--- src/rtl/clk_fail_switch_ctrl_if.sv ---
// Select/status bundle between the clock-select controller (slave) and the system side that
// requests a source and watches health (master).
interface clk_fail_switch_ctrl_if;
    logic sw_sel;
    logic auto_en;
    logic sel;
    logic ok0;
    logic ok1;
    logic busy;
    logic fail;
    logic switch_evt;

    modport master (
        output sw_sel,
        output auto_en,
        input  sel,
        input  ok0,
        input  ok1,
        input  busy,
        input  fail,
        input  switch_evt
    );

    modport slave (
        input  sw_sel,
        input  auto_en,
        output sel,
        output ok0,
        output ok1,
        output busy,
        output fail,
        output switch_evt
    );
endinterface

--- src/rtl/clk_fail_switch_ctrl.sv ---
// Select controller for a glitch-free two-clock mux: edge-counts both candidate clocks per window,
// applies manual/auto failover and freezes sel through the handoff. Optional macro: AUTO_REVERT_EN.
module clk_fail_switch_ctrl #(
    parameter int unsigned WIN_CYCLES     = 64,
    parameter int unsigned MIN_EDGES      = 4,
    parameter int unsigned HOLDOFF        = 16,
    parameter bit          SEL_RST        = 1'b0,
    parameter int unsigned REVERT_WINDOWS = 4
) (
    input  logic                  clk,
    input  logic                  rst,
    input  logic                  mon_clk0,
    input  logic                  mon_clk1,
    clk_fail_switch_ctrl_if.slave bus
);
    localparam int unsigned WinW  = $clog2(WIN_CYCLES);
    localparam int unsigned CntW  = $clog2(MIN_EDGES + 1);
    localparam int unsigned HoldW = $clog2(HOLDOFF + 1);

    if (WIN_CYCLES < 4 || MIN_EDGES < 1 || MIN_EDGES > WIN_CYCLES / 2 || HOLDOFF < 1 ||
        REVERT_WINDOWS < 1) begin : g_param_err
        $error("clk_fail_switch_ctrl: illegal parameter value");
    end

    typedef enum logic [1:0] {StRun, StHold, StFail} state_e;

    logic [1:0]      sync1_q, sync2_q, sync3_q;
    logic [1:0]      rise;
    logic [CntW-1:0] cnt_q [2];
    logic [WinW-1:0] win_q;
    logic            win_last;
    logic [1:0]      ok_q, ok_new;
    logic            sw_sel_q;
    state_e          state_q;
    logic            sel_q;
    logic [HoldW-1:0] hold_q;
    logic            busy_q, fail_q, switch_evt_q;
    logic            do_switch, tgt, enter_fail, leave_fail;
    logic            revert_req;

    assign rise     = sync2_q & ~sync3_q;
    assign win_last = (win_q == WinW'(WIN_CYCLES - 1));

    // An edge seen on the closing cycle still belongs to the closing window.
    always_comb begin
        for (int c = 0; c < 2; c++) begin
            ok_new[c] = (32'(cnt_q[c]) + 32'(rise[c])) >= MIN_EDGES;
        end
    end

`ifdef AUTO_REVERT_EN
    localparam int unsigned RevW = $clog2(REVERT_WINDOWS + 1);
    logic [RevW-1:0] streak_q;

    assign revert_req = (sel_q != bus.sw_sel) && ok_q[bus.sw_sel] &&
                        (streak_q >= RevW'(REVERT_WINDOWS));

    always_ff @(posedge clk) begin
        if (rst) begin
            streak_q <= '0;
        end else if (do_switch) begin
            streak_q <= '0;
        end else if (win_last) begin
            if (!ok_new[bus.sw_sel]) begin
                streak_q <= '0;
            end else if (streak_q != RevW'(REVERT_WINDOWS)) begin
                streak_q <= streak_q + 1'b1;
            end
        end
    end
`else
    assign revert_req = 1'b0;
`endif

    // Decisions use the registered ok, i.e. one cycle after the window closes.
    always_comb begin
        do_switch  = 1'b0;
        tgt        = sel_q;
        enter_fail = 1'b0;
        leave_fail = 1'b0;
        unique case (state_q)
            StRun: begin
                if (!bus.auto_en) begin
                    do_switch = (bus.sw_sel != sel_q);
                    tgt       = bus.sw_sel;
                end else if (ok_q == 2'b00) begin
                    enter_fail = 1'b1;
                end else if (!ok_q[sel_q] && ok_q[~sel_q]) begin
                    do_switch = 1'b1;
                    tgt       = ~sel_q;
                end else if (revert_req) begin
                    do_switch = 1'b1;
                    tgt       = bus.sw_sel;
                end else if ((bus.sw_sel != sw_sel_q) && (bus.sw_sel != sel_q) &&
                             ok_q[bus.sw_sel]) begin
                    do_switch = 1'b1;
                    tgt       = bus.sw_sel;
                end
            end
            StFail: begin
                if (!bus.auto_en || ok_q[sel_q]) begin
                    leave_fail = 1'b1;
                end else if (ok_q[~sel_q]) begin
                    do_switch = 1'b1;
                    tgt       = ~sel_q;
                end
            end
            default: ;
        endcase
    end

    always_ff @(posedge clk) begin
        if (rst) begin
            sync1_q      <= '0;
            sync2_q      <= '0;
            sync3_q      <= '0;
            sw_sel_q     <= 1'b0;
            win_q        <= '0;
            cnt_q[0]     <= '0;
            cnt_q[1]     <= '0;
            ok_q         <= 2'b11;
            state_q      <= StRun;
            sel_q        <= SEL_RST;
            hold_q       <= '0;
            busy_q       <= 1'b0;
            fail_q       <= 1'b0;
            switch_evt_q <= 1'b0;
        end else begin
            sync1_q  <= {mon_clk1, mon_clk0};
            sync2_q  <= sync1_q;
            sync3_q  <= sync2_q;
            sw_sel_q <= bus.sw_sel;

            if (win_last) begin
                win_q    <= '0;
                ok_q     <= ok_new;
                cnt_q[0] <= '0;
                cnt_q[1] <= '0;
            end else begin
                win_q <= win_q + 1'b1;
                for (int c = 0; c < 2; c++) begin
                    if (rise[c] && (cnt_q[c] != CntW'(MIN_EDGES))) begin
                        cnt_q[c] <= cnt_q[c] + 1'b1;
                    end
                end
            end

            switch_evt_q <= 1'b0;
            if (do_switch) begin
                sel_q        <= tgt;
                switch_evt_q <= 1'b1;
                hold_q       <= HoldW'(HOLDOFF - 1);
                state_q      <= StHold;
                busy_q       <= 1'b1;
                fail_q       <= 1'b0;
            end else begin
                unique case (state_q)
                    StRun: begin
                        if (enter_fail) begin
                            state_q <= StFail;
                            fail_q  <= 1'b1;
                        end
                    end
                    StHold: begin
                        if (hold_q == '0) begin
                            state_q <= StRun;
                            busy_q  <= 1'b0;
                        end else begin
                            hold_q <= hold_q - 1'b1;
                        end
                    end
                    StFail: begin
                        if (leave_fail) begin
                            state_q <= StRun;
                            fail_q  <= 1'b0;
                        end
                    end
                    default: state_q <= StRun;
                endcase
            end
        end
    end

    assign bus.sel        = sel_q;
    assign bus.ok0        = ok_q[0];
    assign bus.ok1        = ok_q[1];
    assign bus.busy       = busy_q;
    assign bus.fail       = fail_q;
    assign bus.switch_evt = switch_evt_q;
endmodule

--- src/flat_wrapper.sv ---
// flat-port wrapper written by rule: the top's interface ports become plain ports
module clk_fail_switch_ctrl_flat 
#(
    parameter int unsigned WIN_CYCLES     = 64,
    parameter int unsigned MIN_EDGES      = 4,
    parameter int unsigned HOLDOFF        = 16,
    parameter bit          SEL_RST        = 1'b0,
    parameter int unsigned REVERT_WINDOWS = 4
)
  (clk, rst, mon_clk0, mon_clk1, bus_sw_sel, bus_auto_en, bus_sel, bus_ok0, bus_ok1, bus_busy, bus_fail, bus_switch_evt);
  clk_fail_switch_ctrl_if bus_i ();
  input  logic clk;
  input  logic rst;
  input  logic mon_clk0;
  input  logic mon_clk1;
  input wire logic [$bits(bus_i.sw_sel)-1:0] bus_sw_sel;
  input wire logic [$bits(bus_i.auto_en)-1:0] bus_auto_en;
  output wire logic [$bits(bus_i.sel)-1:0] bus_sel;
  output wire logic [$bits(bus_i.ok0)-1:0] bus_ok0;
  output wire logic [$bits(bus_i.ok1)-1:0] bus_ok1;
  output wire logic [$bits(bus_i.busy)-1:0] bus_busy;
  output wire logic [$bits(bus_i.fail)-1:0] bus_fail;
  output wire logic [$bits(bus_i.switch_evt)-1:0] bus_switch_evt;
  assign bus_i.sw_sel = bus_sw_sel;
  assign bus_i.auto_en = bus_auto_en;
  assign bus_sel = bus_i.sel;
  assign bus_ok0 = bus_i.ok0;
  assign bus_ok1 = bus_i.ok1;
  assign bus_busy = bus_i.busy;
  assign bus_fail = bus_i.fail;
  assign bus_switch_evt = bus_i.switch_evt;
  clk_fail_switch_ctrl #(.WIN_CYCLES(WIN_CYCLES), .MIN_EDGES(MIN_EDGES), .HOLDOFF(HOLDOFF), .SEL_RST(SEL_RST), .REVERT_WINDOWS(REVERT_WINDOWS)) u_core (.clk(clk), .rst(rst), .mon_clk0(mon_clk0), .mon_clk1(mon_clk1), .bus(bus_i));
endmodule
--- config.mk ---
export PLATFORM = sky130hd
export DESIGN_NAME = clk_fail_switch_ctrl_flat
export DESIGN_NICKNAME = d
export VERILOG_FILES = /design/src/rtl/clk_fail_switch_ctrl_if.sv /design/src/rtl/clk_fail_switch_ctrl.sv /design/src/flat_wrapper.sv
export SDC_FILE = /design/constraint.sdc
export NUM_CORES = 1
export LEC_CHECK = 0
export CORE_ASPECT_RATIO = 0.9
export CORE_MARGIN = 2
export CORE_UTILIZATION = 50
export DETAILED_ROUTE_END_ITERATION = 7
export HOLD_SLACK_MARGIN = 0.02
export PLACE_DENSITY_LB_ADDON = 0.1
export SLEW_MARGIN = 20
export SYNTH_ARGS = -nofsm -noshare
export SYNTH_HDL_FRONTEND = slang
export SYNTH_SLANG_ARGS = --single-unit
--- constraint.sdc ---
create_clock -name clk -period 1.7 [get_ports clk]
set_input_delay 0.17 -clock clk [delete_from_list [all_inputs] [get_ports clk]]
set_output_delay 0.17 -clock clk [all_outputs]
set_load 0.005 [all_outputs]
# Yosys cells after proc, flatten, opt, wreduce, memory -nomap -nowiden
# Memories as Yosys holds them, arrays and structs flattened.
# Cells that the tools add are included.
[op_classes]
n_reduce_logical = 23
n_div = 0
mux = 57
n_lt_le_gt_ge = 5
n_addsub = 6
shift = 0
bitwise = 8
n_eq_ne = 18
multipliers = 0
[ops]
columns = ["cell", "count"]
rows = [
  ["$ge A32 B3 Y1 const B", 2],
  ["$mux W1", 43],
  ["$mux W3", 4],
  ["$mux W4", 3],
  ["$ne A2 B1 Y1 const B", 5],
  ["$ne A3 B1 Y1 const B", 3],
  ["$ne A3 B3 Y1 const B", 3],
  ["$reduce_and A3 Y1", 3],
  ["$add A3 B1 Y4", 2],
  ["$add A3 B1 Y3 const B", 2],
  ["$add A6 B1 Y6 const B", 1],
  ["$eq A6 B6 Y1 const B", 1],
  ["$lt A1 B2 Y1 const B", 3],
  ["$mux W2", 3],
  ["$pmux W1 S2", 3],
  ["$pmux W2 S3", 1],
  ["$reduce_and A2 Y1", 3],
  ["$reduce_and A6 Y1", 1],
  ["$reduce_bool A2 Y1", 3],
  ["$logic_and A1 B1 Y1", 5],
  ["$logic_not A5 Y1", 1],
  ["$sub A5 B1 Y5 const B", 1],
  ["$logic_not A2 Y1", 2],
  ["$ne A4 B2 Y1 const B", 1],
  ["other kinds (11)", 18],
]
[totals]
romBits = 0
latch_bits = 0
elab_cells = 132
inputBits = 6
reg_bits = 26
memories = 1
output_inout_bits = 6
mem_bits_rw = 6
[memory_table]
columns = ["memory", "depth", "width", "read_ports", "rd_ports_with_merged_regs", "write_ports", "line_no", "rtl"]
rows = [
  ["u_core.cnt_q", 2, 3, 2, 0, 2, "clk_fail_switch_ctrl.sv:29", "logic [CntW-1:0] cnt_q [2];"],
]

# Logic depth before layout (Yosys ltp)
# Gate-level depths: netlist (run 1).
[depth]
ltp_word = 10
depth_mapped = 7
mapped_depth_nobuf = 7

# Worst setup path before layout (run 1)
# No wires, ideal clock.
[synth_path]
kind = "register -> register"
start = "register u_core.hold_q[0]"
end = "register u_core.hold_q[3]"
arrival_time_ns = 1.585
setup_time_ns = 0.071
path_slack_ns = 0.044
n_path_buf = 0
required_ns = 1.629
stages_incl_launch_ff = 8
period_less_slack_ns = 1.656
cell_sequence = "dfxtp_1 inv_1 ha_1 nor4b_1 nor3_1 a21oi_1 a31o_2 a21oi_1"
[synth_between]
elab_chain_cells = 4
word_cells_on_any_way = 7
classes_between = "add/sub: 1; eq/ne: 1; mux: 3; reduce/logical: 2"
[synth_rtl]
columns = ["item", "line_no", "rtl"]
rows = [
  ["start: declaration", "clk_fail_switch_ctrl.sv:36", "logic [HoldW-1:0] hold_q;"],
  ["start signal: assignment", "clk_fail_switch_ctrl.sv:152", "hold_q <= HoldW'(HOLDOFF - 1);"],
  ["start signal: assignment", "clk_fail_switch_ctrl.sv:169", "hold_q <= hold_q - 1'b1;"],
  ["$sub A5 B1 Y5", "clk_fail_switch_ctrl.sv:169", ""],
  ["$mux W4", "clk_fail_switch_ctrl.sv:165", "if (hold_q == '0) begin"],
  ["$mux W4", "clk_fail_switch_ctrl.sv:157", "unique case (state_q)"],
  ["$mux W4", "clk_fail_switch_ctrl.sv:149", "if (do_switch) begin"],
]
# Several ways; a longest one is shown, not always the timed one. The select of a mux whose other input is x is not followed.
# A chain may end at the register's enable or synchronous reset.

# Final worst setup path (run 1)
[layout_path]
start = "register u_core.sel_q (netlist: u_core.bus.sel)"
end = "register u_core.hold_q[1]"
[layout_between]
elab_chain_cells = 10
word_cells_on_any_way = 21
classes_between = "eq/ne: 2; mux: 12; reduce/logical: 7"
[layout_rtl]
columns = ["item", "line_no", "rtl"]
rows = [
  ["start: declaration", "clk_fail_switch_ctrl.sv:35", "logic sel_q;"],
  ["start signal: assignment", "clk_fail_switch_ctrl.sv:150", "sel_q <= tgt;"],
  ["$ne A1 B1 Y1 or $mux W1 (tied branches)", "--", ""],
  ["$logic_and A1 B1 Y1 or $mux W1 (tied branches)", "clk_fail_switch_ctrl.sv:94, clk_fail_switch_ctrl.sv:88, clk_fail_switch_ctrl.sv:101", ""],
  ["$logic_and A1 B1 Y1 or $logic_not A1 Y1 (tied branches)", "clk_fail_switch_ctrl.sv:94, clk_fail_switch_ctrl.sv:88", ""],
  ["$mux W1 or $logic_and A1 B1 Y1 (tied branches)", "clk_fail_switch_ctrl.sv:94, clk_fail_switch_ctrl.sv:88", ""],
  ["$mux W1", "clk_fail_switch_ctrl.sv:88", "end else if (!ok_q[sel_q] && ok_q[~sel_q]) begin"],
  ["$mux W1", "clk_fail_switch_ctrl.sv:86", "end else if (ok_q == 2'b00) begin"],
  ["$mux W1", "clk_fail_switch_ctrl.sv:83", "if (!bus.auto_en) begin"],
  ["$pmux W1 S2 (*)", "clk_fail_switch_ctrl.sv:81", "unique case (state_q)"],
  ["$ne A2 B1 Y1 (no source line) or $reduce_bool A2 Y1 (tied branches)", "--", ""],
  ["$reduce_and A2 Y1 (no source line)", "--", ""],
]
# Mark *: on every way between the ends. The rest lies on a longest branch, timed or not. The select of a mux whose other input is x is not followed.

==> impl_metrics.json, run 1 <==
{
  "status": "finished clean",
  "synth_warnings": 0,
  "fmax_ghz": 0.638,
  "worstHoldEndpoint": "u_core.sync1_q[1]",
  "final_util_pct": 61.8,
  "grt_max_degree": 25,
  "holdPathStages": 2,
  "cts-root-buf": "clkbuf_4",
  "fillers": 237,
  "antenna_left": 0,
  "die_height_um": 54.6,
  "start_util_pct": 52.2,
  "power_density_nw_per_um2": 933,
  "synth_adder_area_share_pct": 5.27,
  "skew_ns": 0.00892,
  "synth_top_family_by_area": "simple AND/OR/NAND/NOR gates",
  "synth_cell_types": 36,
  "postSynthRegisterBits": 32,
  "hold_viol_final": 0,
  "finalSetupTns_ns": 0,
  "synthMuxAreaShare_pct": 0.703,
  "relSlewSlack_pct": 78.6,
  "synth_top_area_share_pct": 36.6,
  "post-synth-top-area-cell": "dfxtp_1",
  "drt_pass1_iterations": 4,
  "drt-total-wl_mm": 2.51,
  "required_ns": 1.95,
  "drcViolationCount": 0,
  "cts_tree": "yes",
  "fp.dieArea_sq_um": 3290,
  "finalSetupViolCount": 0,
  "num_vias": 1072,
  "cap_violations": 0,
  "arrival_ns": 1.82,
  "clk_latency_ns": 0.33,
  "row_count": 18,
  "synthTopCellsByArea": "dfxtp_1 37%, edfxtp_1 13%, ha_1 5.3%, nor2b_1 4.8%, nor2_1 4.7%",
  "htreeDepth": 2,
  "grt_usage_pct": 19.1,
  "cts_resized": 0,
  "crit_type": "reg2reg",
  "core_sq_um": 2730,
  "fin_nets": 184,
  "grt_pass1_vias": 980,
  "start_kind": "flop",
  "worstHoldPathType": "in2reg",
  "gp_congestion": 0.757,
  "reg2reg_depth": 5,
  "postSynthNetCount": 163,
  "area_growth_pct": 18.3,
  "synth-xor-area-share_pct": 4.31,
  "synth_compound_area_share_pct": 13.0,
  "whs_ns": 0.380,
  "overflow": 0,
  "io-pin-count": 12,
  "period_minus_slack_ns": 1.57,
  "critPathCaptureType": "flop",
  "timing.final.crit_share_pct": 92.2,
  "cts.path.max_buffers": 2,
  "timing.rr.start": "u_core.bus.sel",
  "clk_pin_slew_ns": 0.09,
  "worst_pin_slew_ns": 0.320,
  "rrSetupSlack_ns": 0.13,
  "synth-edff-count": 6,
  "vias_per_cell": 5.03,
  "numClockSinks": 32,
  "synth.avg_cell_area_sq_um": 9.43,
  "dp_hpwl_mm": 1.87,
  "wl_per_cell_um": 11.8,
  "synth.yosys.seq_area_share_pct": 49.2,
  "synthArstFlopShare_pct": 0,
  "slew_violations": 0,
  "antenna_found_initial": 0,
  "holdBufCountCts": 0,
  "initialDrtViolationCount": 53,
  "cts-buffers-inserted": 5,
  "synth-simple-area-share_pct": 24.3,
  "ys.flop_type": "dfxtp_1",
  "rsz0062_at_grt": "no",
  "synth_area_sq_um": 1420,
  "grt_pass1_wl_mm": 4.26,
  "p_leak_nw": 0.676,
  "irDropWorstVdd_mv": 0.674,
  "r2r_end": "u_core.hold_q[1]",
  "insertedDiodeCount": 0,
  "layout-drive-gt1-share_pct": 13.3,
  "postSynthCellCount": 151,
  "min-delay-start": "mon_clk1",
  "critPathMaxFanout": 7,
  "post-cts-setup-buffer-count": 0,
  "fp.dieW_um": 60.3,
  "numPortBuffers": 11
}
[how the worst max path moves through the flow]
stage | cells after the start | to | start
5_1_grt | 7 | u_core.hold_q[2] | u_core.hold_q[0]
2_1_floorplan | 7 | u_core.hold_q[3] | u_core.hold_q[0]
4_1_cts | 5 | u_core.hold_q[1] | u_core.bus.sel
6_report | 5 | u_core.hold_q[1] | u_core.bus.sel
3_3_place_gp | 6 | u_core.hold_q[1] | bus_sw_sel
3_5_place_dp | 6 | u_core.hold_q[1] | bus_sw_sel
[power by group]
group / switching (mW) / internal, mW / leakage [nW]
Clock: 0.244 / 0.196 / 0.0380
Sequential: 0.0449 / 0.828 / 0.277
Combinational: 0.126 / 0.132 / 0.361
[per-layer routing]
layer	share of wire, %	GRT usage [%]	vias to the layer above
met2	45	26.6	23
met1	48	23.5	482
met5	0	0	-
met3	5.6	10.4	6
met4	1.2	10.0	0
li1	-	-	561
[sequential cells by signal (all words and copies together), names as in the netlist]
name                   count
u_core.bus.fail            1
u_core.bus.switch_evt      1
u_core.cnt_q               6
u_core.sync2_q             2
u_core.sync3_q             2
u_core.state_q             2
u_core.win_q               6
u_core.ok_q                2
u_core.sw_sel_q            1
u_core.sync1_q             2
u_core.hold_q              5
u_core.bus.sel             1
u_core.bus.busy            1
[synth_stat cells (2+ instances only)]
library cell  instances
clkbuf_1              4
o21ai_0               2
edfxtp_1              6
xnor2_1               6
nor2_1               18
inv_1                 8
dfxtp_1              26
a31oi_1               4
ha_1                  6
nand3_1               2
and3_1                4
nand2_1              14
nand2b_1              4
a211o_1               2
nor2b_1              11
a21oi_1               9
nor3_1                6
[critical path, stage by stage (launching register included)]
cell,delay [ns]
dfxtp_2,0.41
xnor2_1,0.11
a2111oi_2,0.40
o31a_2,0.26
nor2_2,0.08
a221oi_2,0.23
[placed cells by master, fill, tap and decap left out, types with 2 or more instances in the layout]
cell,n
dfxtp_1,25
nor2_1,18
nand2_1,14
nor2b_1,11
clkdlybuf4s50_1,11
a21oi_1,9
inv_1,8
buf_4,7
xnor2_1,6
nor3_1,6
ha_1,6
edfxtp_1,6
clkbuf_4,5
and3_1,4
a31oi_1,4
nand2b_1,4
o21ai_0,2
nand3_1,2
a211o_1,2
clkinv_2,2
[cells by family (layout without fill, tap and decap cells)]
family,after synthesis,after routing
DFF,32,32
adders and majority gates,6,6
xor gates and xnor gates,7,7
and+or+nand+nor,67,67
buffers and inverters,12,34
AOI/OAI and AO/OA,26,26
muxes,1,1
[metrics by stage]
stage | power (mW) | std cells | instance area, sq um | setup WS (ns)
finish | 1.57 | 213 | 1680 | 0.132
CTS | 1.59 | 213 | 1680 | 0.0465
floorplan | 1.06 | 151 | 1420 | 0.0440
global placement | 1.14 | 205 | 1620 | -0.0555
detailed placement | 1.15 | 205 | 1620 | -0.156
global route | 1.68 | 213 | 1680 | 0.0177
[layout make-up]
type / instances / area [sq um] / share of cell area, %
Clock buffer: 6 / 51.3 / 3.05
Clock inverter: 2 / 10.0 / 0.594
Inverter: 8 / 30.0 / 1.78
Multi-Input combinational cell: 107 / 678 / 40.3
Tap cell: 40 / 50.0 / 2.97
Timing Repair Buffer: 18 / 163 / 9.66
Sequential cell: 32 / 702 / 41.7
Note: power is estimated with default switching activity, not from simulation.
==> inputs of run 2 (changes only) <==
--- a/config.mk
+++ b/config.mk
@@ -9,7 +9,7 @@
 export CORE_MARGIN = 2
 export CORE_UTILIZATION = 50
 export DETAILED_ROUTE_END_ITERATION = 7
-export HOLD_SLACK_MARGIN = 0.02
+export HOLD_SLACK_MARGIN = 0.03
 export PLACE_DENSITY_LB_ADDON = 0.1
 export SLEW_MARGIN = 20
 export SYNTH_ARGS = -nofsm -noshare
==> results of run 2 <==
No change in the layout: final DEF, timing and power equal those of run 1.
